[src/rtl/rf_writeback_ctrl_pkg.sv]
// Shared types and constants for the register-file write-back controller.
package rf_writeback_ctrl_pkg;

    localparam int REG_ADDR_W = 5;
    localparam int DATA_W     = 32;
    localparam int NUM_REGS   = 32;

    typedef struct packed {
        logic [REG_ADDR_W-1:0] addr;
        logic [DATA_W-1:0]     data;
    } wr_req_t;

    function automatic logic [NUM_REGS-1:0] reg_onehot(input logic [REG_ADDR_W-1:0] a);
        logic [NUM_REGS-1:0] m;
        m    = '0;
        m[a] = 1'b1;
        return m;
    endfunction

endpackage

[src/rtl/rf_writeback_ctrl_if.sv]
// Producer-facing handshakes plus register-file write port and hazard mask.
interface rf_writeback_ctrl_if #(
    parameter int DEPTH = 4
);
    import rf_writeback_ctrl_pkg::*;

    localparam int CNT_W = $clog2(DEPTH) + 1;

    logic                  a_valid;
    logic                  a_ready;
    logic [REG_ADDR_W-1:0] a_addr;
    logic [DATA_W-1:0]     a_data;
    logic                  b_valid;
    logic                  b_ready;
    logic [REG_ADDR_W-1:0] b_addr;
    logic [DATA_W-1:0]     b_data;
    logic                  rf_rw;
    logic [REG_ADDR_W-1:0] rf_writereg;
    logic [DATA_W-1:0]     rf_datawritten;
    logic [NUM_REGS-1:0]   pend_mask;
    logic [CNT_W-1:0]      fifo_count;

    modport master (
        output a_valid, a_addr, a_data, b_valid, b_addr, b_data,
        input  a_ready, b_ready, rf_rw, rf_writereg, rf_datawritten, pend_mask, fifo_count
    );

    modport slave (
        input  a_valid, a_addr, a_data, b_valid, b_addr, b_data,
        output a_ready, b_ready, rf_rw, rf_writereg, rf_datawritten, pend_mask, fifo_count
    );

endinterface

[src/rtl/rf_writeback_ctrl_fifo.sv]
// Circular buffer for long-latency write requests; exposes every slot's
// valid bit and address so the hazard mask can see queued destinations.
module wb_fifo
    import rf_writeback_ctrl_pkg::*;
#(
    parameter int DEPTH = 4
) (
    input  logic                             clk,
    input  logic                             rst_n,
    input  logic                             push_i,
    input  wr_req_t                          push_req_i,
    input  logic                             pop_i,
    output wr_req_t                          head_o,
    output logic                             full_o,
    output logic                             empty_o,
    output logic [$clog2(DEPTH):0]           count_o,
    output logic [DEPTH-1:0]                 ent_valid_o,
    output logic [DEPTH-1:0][REG_ADDR_W-1:0] ent_addr_o
);

    localparam int PTR_W = $clog2(DEPTH);
    localparam int CNT_W = PTR_W + 1;

    wr_req_t          mem_q [DEPTH];
    logic [PTR_W-1:0] rd_ptr_q, rd_ptr_d;
    logic [PTR_W-1:0] wr_ptr_q, wr_ptr_d;
    logic [CNT_W-1:0] count_q, count_d;
    logic             do_push, do_pop;

    assign full_o  = (count_q == CNT_W'(DEPTH));
    assign empty_o = (count_q == '0);
    assign do_push = push_i && !full_o;
    assign do_pop  = pop_i && !empty_o;
    assign head_o  = mem_q[rd_ptr_q];
    assign count_o = count_q;

    // Pointer and occupancy next-state; pointers wrap naturally at DEPTH.
    always_comb begin
        rd_ptr_d = do_pop  ? rd_ptr_q + 1'b1 : rd_ptr_q;
        wr_ptr_d = do_push ? wr_ptr_q + 1'b1 : wr_ptr_q;
        case ({do_push, do_pop})
            2'b10:   count_d = count_q + 1'b1;
            2'b01:   count_d = count_q - 1'b1;
            default: count_d = count_q;
        endcase
    end

    // Pointer and occupancy registers.
    always_ff @(posedge clk or negedge rst_n) begin
        if (!rst_n) begin
            rd_ptr_q <= '0;
            wr_ptr_q <= '0;
            count_q  <= '0;
        end else begin
            rd_ptr_q <= rd_ptr_d;
            wr_ptr_q <= wr_ptr_d;
            count_q  <= count_d;
        end
    end

    // Payload storage; contents are qualified by the valid bits, so no reset.
    always_ff @(posedge clk) begin
        if (do_push) mem_q[wr_ptr_q] <= push_req_i;
    end

    // A slot is live when its distance from the read pointer is below occupancy.
    always_comb begin
        for (int i = 0; i < DEPTH; i++) begin
            ent_valid_o[i] = ({1'b0, PTR_W'(i) - rd_ptr_q}) < count_q;
            ent_addr_o[i]  = mem_q[i].addr;
        end
    end

endmodule

[src/rtl/rf_writeback_ctrl.sv]
// Merges the single-cycle ALU writes and buffered long-latency writes onto
// the register file's one write port, with an anti-starvation override for
// the buffered path and a pending-write mask for decode hazard stalls.
module rf_writeback_ctrl
    import rf_writeback_ctrl_pkg::*;
#(
    parameter int DEPTH        = 4,
    parameter int STARVE_LIMIT = 3,
    parameter int DROP_R0      = 1
) (
    input  logic          clk,
    input  logic          rst_n,
    rf_writeback_ctrl_if.slave wb_if
);

    localparam int CNT_W    = $clog2(DEPTH) + 1;
    localparam int STARVE_W = $clog2(STARVE_LIMIT + 1);
    localparam logic [STARVE_W-1:0] STARVE_MAX = STARVE_W'(STARVE_LIMIT);

    wr_req_t                          b_req, head;
    logic                             fifo_full, fifo_empty;
    logic [CNT_W-1:0]                 fifo_count;
    logic [DEPTH-1:0]                 ent_valid;
    logic [DEPTH-1:0][REG_ADDR_W-1:0] ent_addr;

    logic                  force_b, a_take, a_drop, b_take, b_drop, push, pop;
    logic [STARVE_W-1:0]   starve_q, starve_d;
    logic                  rf_rw_q, rf_rw_d;
    logic [REG_ADDR_W-1:0] rf_writereg_q, rf_writereg_d;
    logic [DATA_W-1:0]     rf_data_q, rf_data_d;
    logic [NUM_REGS-1:0]   pend_mask;

    assign b_req.addr = wb_if.b_addr;
    assign b_req.data = wb_if.b_data;

    wb_fifo #(.DEPTH(DEPTH)) u_fifo (
        .clk        (clk),
        .rst_n      (rst_n),
        .push_i     (push),
        .push_req_i (b_req),
        .pop_i      (pop),
        .head_o     (head),
        .full_o     (fifo_full),
        .empty_o    (fifo_empty),
        .count_o    (fifo_count),
        .ent_valid_o(ent_valid),
        .ent_addr_o (ent_addr)
    );

    // Arbitration: A wins unless the queued head has waited STARVE_LIMIT cycles.
    // Register-0 requests still consume their slot but never reach the file.
    always_comb begin
        force_b = (starve_q == STARVE_MAX) && !fifo_empty;
        a_take  = wb_if.a_valid && !force_b;
        a_drop  = (DROP_R0 != 0) && (wb_if.a_addr == '0);
        b_take  = wb_if.b_valid && !fifo_full;
        b_drop  = (DROP_R0 != 0) && (wb_if.b_addr == '0);
        push    = b_take && !b_drop;
        pop     = !fifo_empty && (force_b || !wb_if.a_valid);
    end

    // Starvation counter: counts A wins over a waiting head, saturating.
    always_comb begin
        starve_d = starve_q;
        if (fifo_empty || pop) begin
            starve_d = '0;
        end else if (a_take && (starve_q != STARVE_MAX)) begin
            starve_d = starve_q + 1'b1;
        end
    end

    // Output-stage selection; address and data hold when nothing is issued.
    always_comb begin
        rf_rw_d       = 1'b0;
        rf_writereg_d = rf_writereg_q;
        rf_data_d     = rf_data_q;
        if (a_take && !a_drop) begin
            rf_rw_d       = 1'b1;
            rf_writereg_d = wb_if.a_addr;
            rf_data_d     = wb_if.a_data;
        end else if (pop) begin
            rf_rw_d       = 1'b1;
            rf_writereg_d = head.addr;
            rf_data_d     = head.data;
        end
    end

    // Output stage and starvation counter registers.
    always_ff @(posedge clk or negedge rst_n) begin
        if (!rst_n) begin
            starve_q      <= '0;
            rf_rw_q       <= 1'b0;
            rf_writereg_q <= '0;
            rf_data_q     <= '0;
        end else begin
            starve_q      <= starve_d;
            rf_rw_q       <= rf_rw_d;
            rf_writereg_q <= rf_writereg_d;
            rf_data_q     <= rf_data_d;
        end
    end

    // Hazard mask: every queued destination plus the write in flight.
    always_comb begin
        pend_mask = '0;
        for (int i = 0; i < DEPTH; i++) begin
            if (ent_valid[i]) pend_mask = pend_mask | reg_onehot(ent_addr[i]);
        end
        if (rf_rw_q) pend_mask = pend_mask | reg_onehot(rf_writereg_q);
    end

    assign wb_if.a_ready        = !force_b;
    assign wb_if.b_ready        = !fifo_full;
    assign wb_if.rf_rw          = rf_rw_q;
    assign wb_if.rf_writereg    = rf_writereg_q;
    assign wb_if.rf_datawritten = rf_data_q;
    assign wb_if.pend_mask      = pend_mask;
    assign wb_if.fifo_count     = fifo_count;

endmodule

[src/flat_wrapper.sv]
// flat-port wrapper written by rule: the top's interface ports become plain ports
module rf_writeback_ctrl_flat import rf_writeback_ctrl_pkg::*;
#(
    parameter int DEPTH        = 4,
    parameter int STARVE_LIMIT = 3,
    parameter int DROP_R0      = 1
)
  (clk, rst_n, wb_if_a_valid, wb_if_a_addr, wb_if_a_data, wb_if_b_valid, wb_if_b_addr, wb_if_b_data, wb_if_a_ready, wb_if_b_ready, wb_if_rf_rw, wb_if_rf_writereg, wb_if_rf_datawritten, wb_if_pend_mask, wb_if_fifo_count);
  rf_writeback_ctrl_if #(.DEPTH(DEPTH)) wb_if_i ();
  input  logic clk;
  input  logic rst_n;
  input wire logic [$bits(wb_if_i.a_valid)-1:0] wb_if_a_valid;
  input wire logic [$bits(wb_if_i.a_addr)-1:0] wb_if_a_addr;
  input wire logic [$bits(wb_if_i.a_data)-1:0] wb_if_a_data;
  input wire logic [$bits(wb_if_i.b_valid)-1:0] wb_if_b_valid;
  input wire logic [$bits(wb_if_i.b_addr)-1:0] wb_if_b_addr;
  input wire logic [$bits(wb_if_i.b_data)-1:0] wb_if_b_data;
  output wire logic [$bits(wb_if_i.a_ready)-1:0] wb_if_a_ready;
  output wire logic [$bits(wb_if_i.b_ready)-1:0] wb_if_b_ready;
  output wire logic [$bits(wb_if_i.rf_rw)-1:0] wb_if_rf_rw;
  output wire logic [$bits(wb_if_i.rf_writereg)-1:0] wb_if_rf_writereg;
  output wire logic [$bits(wb_if_i.rf_datawritten)-1:0] wb_if_rf_datawritten;
  output wire logic [$bits(wb_if_i.pend_mask)-1:0] wb_if_pend_mask;
  output wire logic [$bits(wb_if_i.fifo_count)-1:0] wb_if_fifo_count;
  assign wb_if_i.a_valid = wb_if_a_valid;
  assign wb_if_i.a_addr = wb_if_a_addr;
  assign wb_if_i.a_data = wb_if_a_data;
  assign wb_if_i.b_valid = wb_if_b_valid;
  assign wb_if_i.b_addr = wb_if_b_addr;
  assign wb_if_i.b_data = wb_if_b_data;
  assign wb_if_a_ready = wb_if_i.a_ready;
  assign wb_if_b_ready = wb_if_i.b_ready;
  assign wb_if_rf_rw = wb_if_i.rf_rw;
  assign wb_if_rf_writereg = wb_if_i.rf_writereg;
  assign wb_if_rf_datawritten = wb_if_i.rf_datawritten;
  assign wb_if_pend_mask = wb_if_i.pend_mask;
  assign wb_if_fifo_count = wb_if_i.fifo_count;
  rf_writeback_ctrl #(.DEPTH(DEPTH), .STARVE_LIMIT(STARVE_LIMIT), .DROP_R0(DROP_R0)) u_core (.clk(clk), .rst_n(rst_n), .wb_if(wb_if_i));
endmodule
[config.mk]
export PLATFORM = sky130hd
export DESIGN_NAME = rf_writeback_ctrl_flat
export DESIGN_NICKNAME = d
export VERILOG_FILES = /design/src/rtl/rf_writeback_ctrl_pkg.sv /design/src/rtl/rf_writeback_ctrl_if.sv /design/src/rtl/rf_writeback_ctrl_fifo.sv /design/src/rtl/rf_writeback_ctrl.sv /design/src/flat_wrapper.sv
export SDC_FILE = /design/constraint.sdc
export NUM_CORES = 1
export LEC_CHECK = 0
export ABC_AREA = 1
export CAP_MARGIN = 0
export CORE_ASPECT_RATIO = 2
export CORE_MARGIN = 10
export CORE_UTILIZATION = 55
export DETAILED_ROUTE_END_ITERATION = 7
export GPL_TIMING_DRIVEN = 0
export HOLD_SLACK_MARGIN = 0.1
export PLACE_DENSITY = 0.9
export SYNTH_ARGS = -nofsm -noshare
export SYNTH_HDL_FRONTEND = slang
export SYNTH_SLANG_ARGS = --single-unit
export TNS_END_PERCENT = 50
[constraint.sdc]
create_clock -name clk -period 3.5 [get_ports clk]
set_input_delay 0.525 -clock clk [delete_from_list [all_inputs] [get_ports clk]]
set_output_delay 0.525 -clock clk [all_outputs]
set_load 0.02 [all_outputs]
==> flow_summary.toml, run 1 <==
[status]
status = "finished with violations"
violations = "setup timing"

[synthesis]
postSynthCellCount = 1189
synth_top_area_share_pct = 43.98
yosys_most_used_dff = "sky130_fd_sc_hd__edfxtp_1"
syn_avg_cell_area_sq_um = 8.500
synth_top_cell_by_area = "sky130_fd_sc_hd__edfxtp_1"
synth_enable_flop_cells = 148
net_count_after_synthesis = 1278
seq_area_frac_synth_pct = 55.61
share_of_synthesized_flip_flops_with_an_asynchronous_set_or_reset_pct = 24.10
ys_ff_latch = 195
netlist-cell-type-count = 32
post-synth-top-count-cell = "sky130_fd_sc_hd__nand2_1"
ys.warnings.count = 0
post_synth_most_frequent_cells = "sky130_fd_sc_hd__nand2_1 (369), sky130_fd_sc_hd__nor2_1 (154), sky130_fd_sc_hd__edfxtp_1 (148)"
netlist_top_cells_area = "sky130_fd_sc_hd__edfxtp_1 (44%), sky130_fd_sc_hd__nand2_1 (14%), sky130_fd_sc_hd__dfrtp_1 (12%)"
synth.cell_area_sq_um = 10110

[floorplan]
initial_utilization_pct = 55.47
die-width_um = 115.9
ios = 153
core_area_sq_um = 18220
chip_height_um = 211.7
die_area_sq_um = 24530
placement_rows = 70

[detailed_routing]
route.antenna.remaining_nets = 0
route.detailed.drc = 0
wl_cell_um = 23.69
routed_wirelength_um = 38030
drt_iter0_drc = 1112
routed-via-count = 9597
avgViaCountPerCell = 5.979
drt_pre_antenna_iters = 6

[cells_and_area]
final-instance-count-excl-fill = 1605
layout-area-overhead-vs-synth_pct = 26.94
layout-drive-gt1-share_pct = 12.46
num-fill-cells = 1324
final_cell_area_sq_um = 12830
final_util_pct = 70.42
nNetsFinal = 1464

[cts]
cts-htree-levels = 4
clock_slew_at_the_register_clock_pins_of_the_worst_setup_and_hold_paths_ns = 0.07
tritoncts = "done"
clock_tree.buffer_depth = 2
clock_sinks = 195
clock-root-buffer = "sky130_fd_sc_hd__clkbuf_16"
cts-buffers-inserted = 17
worstSkewPairLatency_ns = 0.44

[power]
power.density_nw_per_um2 = 840.5
power_leakage_nw = 5.600
vdd_ir_drop_max_mv = 0.8811

[placed_design]
place.detailed.instances = 1562
dp_hpwl_um = 28340
dpl-instance-area_sq_um = 12030
portBuffers = 152
placement.setup.worst_slack_ns = -0.5330
gp_congestion = 0.9922

[grt]
grt_pass1_wl_um = 55700
grt_total_ovfl = 0
number_of_antenna_violations_at_the_first_check_in_global_routing = 1
grt_start_max_net_pins = 38
track_usage_pct = 31.06
grt_pass1_vias = 9555

[worst_setup_path]
timing_worst_setup_path_type = "reg -> out"
crit-reg2reg-capture = "u_core.u_fifo.count_o[2]"
crit_required_ns = 2.97
worstSetupEndpointType = "primary output"
cpPeakStageDelay_ns = 0.40
critical_path_peak_fanout = 10
worstReg2RegStart = "u_core.u_fifo.count_o[1]"
reg2reg_slack_ns = 0.80
start_kind = "flop"
buf_inv_on_cp = 6
rr_worst_depth = 9
critical-path-top-delay-family = "buffers and inverters"
worstPathCellList = "buf_4, nor2_4, buf_6, nor2_4, ha_1, inv_1, nor2_2, nand2_2, nand2_4, buf_4, clkbuf_8, o21ai_1, nor2_2, nand2_1, clkdlybuf4s15_2"
cp_slowest_cell = "sky130_fd_sc_hd__dfrtp_1"
worst_ep_arrival_time_ns = 3.07

[timing]
final-max-slew-violation-count = 0
clock_skew_ns = 0.01169
maxClockFrequency_mhz = 278.3
min_cycle_time_layout_ns = 3.593
hold_viol_final = 0
finalWorstSetupSlack_ns = -0.09331
worst_slew_pin_slew_ns = 1.023
min_period_over_period_pct = 102.7
final-setup-viol-count = 2
grt_setup_unrepaired = "yes"
maxSlewHeadroom_pct = 31.30

[flow_run]
max_cap_violations = 0

[hold_path]
timing.hold.worst_path_depth = 1
hold_path_end = "u_core.starve_q[0]"
min-delay-start = "u_core.starve_q[0]"
min_delay_worst_type = "reg -> reg"
## worst register-to-register path: stages, from the launching register on
cell and delay [ns]:
sky130_fd_sc_hd__dfrtp_1 0.42, sky130_fd_sc_hd__inv_1 0.28, sky130_fd_sc_hd__nand3_1 0.21, sky130_fd_sc_hd__nand3_1 0.48, sky130_fd_sc_hd__ha_1 0.26, sky130_fd_sc_hd__inv_1 0.08, sky130_fd_sc_hd__fa_1 0.39, sky130_fd_sc_hd__a21oi_1 0.18
sky130_fd_sc_hd__o21ai_0 0.12, sky130_fd_sc_hd__xor2_1 0.16
## layer usage
layer	vias up	track usage [%]	share of wire [%]
met1	4416	30.42	31
met2	661	52.51	51
met5	-	0	0
met3	196	5.329	7.3
li1	4324	-	-
met4	0	30.85	11
## layout by cell type, fill, tap and decap left out, types with 22 or more instances in the layout
| cell type | instances |
|---|---|
| sky130_fd_sc_hd__nand2_1 | 360 |
| sky130_fd_sc_hd__edfxtp_1 | 148 |
| sky130_fd_sc_hd__nand3_1 | 141 |
| sky130_fd_sc_hd__nor2_1 | 125 |
| sky130_fd_sc_hd__clkdlybuf4s50_1 | 119 |
| sky130_fd_sc_hd__inv_1 | 82 |
| sky130_fd_sc_hd__dfrtp_1 | 47 |
| sky130_fd_sc_hd__nor3_1 | 38 |
| sky130_fd_sc_hd__a21oi_1 | 28 |
| sky130_fd_sc_hd__buf_2 | 26 |
| sky130_fd_sc_hd__nand3b_1 | 26 |
| sky130_fd_sc_hd__nand4_1 | 22 |
## through the flow
step | hold WS, ns | setup TNS, ns | total power, W
2_1_floorplan | 0.2294 | 0 | 0.006285
3_3_place_gp | 0.4177 | -201.17 | 0.008336
3_5_place_dp | 0.4187 | -11.12 | 0.008515
4_1_cts | 0.4374 | 0 | 0.01055
5_1_grt | 0.4460 | -0.3721 | 0.01126
6_report | 0.4422 | -0.1385 | 0.01078
## sequential cells by signal, indices dropped and copies added, names as in the netlist
signal and count:
u_core.starve_q 2, u_core.u_fifo.mem_q 148, u_core.wb_if.rf_rw 1, u_core.u_fifo.rd_ptr_q 2, u_core.wb_if.rf_datawritten 32, u_core.wb_if.rf_writereg 5, u_core.u_fifo.wr_ptr_q 2, u_core.u_fifo.count_o 3
## logic make-up after synthesis
group	count (synthesis)	share of synthesized area [%]
and+or+nand+nor	768	32.85
DFF	195	55.61
buffers and inverters	139	5.992
AOI/OAI and AO/OA	72	3.764
adders and majority gates	11	1.436
xor gates and xnor gates	4	0.3467
## cell type report
type	count	area (sq um)	area share [%]
diodes	1	2.502	0.01951
plain buffers	50	302.8	2.360
clock buffers	24	503.0	3.921
clock inverters	8	47.55	0.3706
inverters	88	337.8	2.633
multi-input cells	855	4130	32.20
flip-flops and latches	195	5620	43.81
well taps	216	270.3	2.107
repair buffers	168	1614	12.58
## how the worst max path moves through the flow
| stage | startpoint | endpoint | slack [ns] | cells after the start |
|---|---|---|---|---|
| global placement | wb_if_b_addr[2] | u_core.u_fifo.mem_q[0][18] | -1.43 | 5 |
| finish | u_core.u_fifo.rd_ptr_q[1] | wb_if_pend_mask[8] | -0.09 | 15 |
| detailed placement | u_core.u_fifo.rd_ptr_q[1] | wb_if_pend_mask[10] | -0.53 | 14 |
| CTS | u_core.u_fifo.rd_ptr_q[1] | wb_if_pend_mask[23] | 0.0008 | 12 |
| floorplan | u_core.u_fifo.count_o[1] | u_core.u_fifo.mem_q[0][0] | 0.29 | 4 |
| global route | u_core.u_fifo.rd_ptr_q[1] | wb_if_pend_mask[8] | -0.12 | 15 |
## what timing repair did
action                                 in CTS  in global routing
resized for setup                         114                 57
setup endpoints to repair                  32                 32
endpoints found under the hold margin      10                  0
pin swaps                                  13                 14
setup buffers                               6                  4
hold buffers                                1                  0
## power by group
group / internal (W) / total (W) / switching [W]
sequential: 0.00311 / 0.00348 / 0.000366
clock: 0.00101 / 0.00182 / 0.000816
combinational: 0.00176 / 0.00548 / 0.00372
No activity file was read; power rests on OpenSTA's default activity.
==> run 2, diff against run 1 <==
Clock period 3.5 ns to 3.67 ns, I/O delays scaled along.
==> flow_summary.toml, run 2 (synthesis gave the netlist of run 1 again) <==
[status]
status = "completed"

[flow_run]
max_cap_violations = 0

[timing]
whs_ns = 0.4384
maxClockFrequency_mhz = 278.7
final-max-slew-violation-count = 0
min_cycle_time_layout_ns = 3.588
grt_setup_unrepaired = "yes"
hold_viol_final = 0
final-setup-viol-count = 0
clock_skew_ns = 0.008944
maxSlewHeadroom_pct = 32.67
worst_slew_pin_slew_ns = 1.002
min_period_over_period_pct = 97.77

[cts]
tritoncts = "done"
cts-htree-levels = 4
clock_tree.buffer_depth = 2
cts-buffers-inserted = 17
clock_sinks = 195
clock-root-buffer = "sky130_fd_sc_hd__clkbuf_16"
worstSkewPairLatency_ns = 0.44
clock_slew_at_the_register_clock_pins_of_the_worst_setup_and_hold_paths_ns = 0.07

[worst_setup_path]
timing_worst_setup_path_type = "reg -> out"
worst_ep_arrival_time_ns = 3.04
worstSetupEndpointType = "primary output"
worstReg2RegStart = "u_core.u_fifo.count_o[1]"
critical_path_peak_fanout = 10
start_kind = "flop"
worst_setup_path_startpoint = "u_core.u_fifo.rd_ptr_q[1]"
crit_required_ns = 3.12

[floorplan]
placement_rows = 70
core_area_sq_um = 18220
die-width_um = 115.9
die_area_sq_um = 24530
initial_utilization_pct = 55.47
ios = 153
chip_height_um = 211.7

[placed_design]
dp_hpwl_um = 28340
portBuffers = 152
gp_congestion = 0.9922

[cells_and_area]
layout-drive-gt1-share_pct = 10.28
layout_common_cells = "sky130_fd_sc_hd__nand2_1 (365), sky130_fd_sc_hd__edfxtp_1 (148), sky130_fd_sc_hd__nand3_1 (145)"
largest_register_ffs = 148
top_register = "u_core.u_fifo.mem_q"
nNetsFinal = 1457
layout-area-overhead-vs-synth_pct = 25.81
final_common_cell = "sky130_fd_sc_hd__nand2_1"

[grt]
grt_total_ovfl = 0
grt_pass1_wl_um = 55340
number_of_antenna_violations_at_the_first_check_in_global_routing = 2
track_usage_pct = 30.88
grt_start_max_net_pins = 38
grt_pass1_vias = 9472

[detailed_routing]
route.detailed.drc = 0
avgViaCountPerCell = 5.971
drt_iter0_drc = 1054
drt_pre_antenna_iters = 6
met2_wirelength_um = 18820
routed-via-count = 9548
highest-signal-layer = "met4"
met3RoutedLength_um = 2748
drt-met1-wl_um = 11820
routed_wirelength_um = 37590
wl_cell_um = 23.51
route.antenna.remaining_nets = 0

[hold_path]
min_delay_worst_type = "reg -> reg"
min-delay-start = "u_core.starve_q[0]"

[power]
report.power.total_w = 0.01009
vdd_ir_drop_max_mv = 0.7728
power_leakage_nw = 5.585
power.density_nw_per_um2 = 793.7
[run 2: cell types whose count changed in the layout (fill, tap and decap cells not counted), moves of 5 or more]
cell and delta:
sky130_fd_sc_hd__buf_4 -9, sky130_fd_sc_hd__dlygate4sd2_1 +7, sky130_fd_sc_hd__nand2_1 +5, sky130_fd_sc_hd__nand2_2 -5
[run 2: what timing repair did]
action | in CTS | in global routing
setup buffers | 1 | 1
endpoints found under the hold margin | 10 | 0
gates resized for setup | 86 | 43
hold buffers | 1 | 0
pin swaps | 7 | 12
cloned | 0 | 0
setup endpoints to repair | 32 | 32
[run 2: critical path, cell delays in order, from the launching register on]
cell                              delay (ns)
sky130_fd_sc_hd__dfrtp_1                0.39
sky130_fd_sc_hd__clkbuf_4               0.19
sky130_fd_sc_hd__nor2_4                 0.13
sky130_fd_sc_hd__buf_6                  0.16
sky130_fd_sc_hd__nor2_2                 0.06
sky130_fd_sc_hd__ha_1                   0.27
sky130_fd_sc_hd__inv_1                  0.04
sky130_fd_sc_hd__nor2_1                 0.12
sky130_fd_sc_hd__nand2_1                0.12
sky130_fd_sc_hd__nand2_4                0.14
sky130_fd_sc_hd__clkbuf_8               0.19
sky130_fd_sc_hd__o21ai_1                0.13
sky130_fd_sc_hd__nor2_2                 0.24
sky130_fd_sc_hd__nand2_1                0.09
sky130_fd_sc_hd__clkdlybuf4s15_1        0.30
[run 2: worst paths after layout]
kind	end	slack [ns]	depth (start not counted)
max in group asynchronous	u_core.u_fifo.rd_ptr_q[1]	2.63	3
min in group asynchronous	u_core.wb_if.rf_datawritten[18]	0.52	2
hold reg to reg	u_core.starve_q[0]	0.44	1
setup / recovery	wb_if_pend_mask[11]	0.08	14
hold / removal	u_core.starve_q[0]	0.44	1
setup reg to reg	u_core.u_fifo.count_o[2]	0.96	9
[run 2: routing by layer]
metal / track usage, % / vias to the layer above
li1: - / 4312
met1: 30.36 / 4405
met2: 51.67 / 650
met3: 5.612 / 181
met4: 31.06 / 0
met5: 0 / -
[run 2: layout make-up]
class                      count  area [sq um]
buffer                        51         307.8
tap                          216         270.3
inverter                      88         335.3
timing repair buffer         160          1573
clock buffer                  24         503.0
antenna                        2         5.005
multi-input combinational    855          4053
sequential                   195          5620
clock inverter                 8         47.55
fill                        1330          5503
[run 2: report_power, final]
part | switching [W] | internal [W] | total (W)
logic | 0.00346 | 0.00158 | 0.00505
clock network | 0.000774 | 0.000959 | 0.00173
registers | 0.000343 | 0.00297 | 0.00331
total | 0.00458 | 0.00551 | 0.0101
[run 2: stage by stage]
stage | setup slack (ns) | utilization [%] | instances | cell area, sq um | setup TNS, ns
2_1_floorplan | 0.4567 | - | 1189 | 10110 | 0
3_3_place_gp | -1.281 | 65.31 | 1557 | 11900 | -175.37
3_5_place_dp | -0.3885 | 66.04 | 1562 | 12030 | -6.651
4_1_cts | -0.1693 | 69.68 | 1596 | 12690 | -0.1693
5_1_grt | -0.05159 | 69.78 | 1598 | 12710 | -0.05159
6_report | 0.08182 | 69.79 | 1599 | 12710 | 0
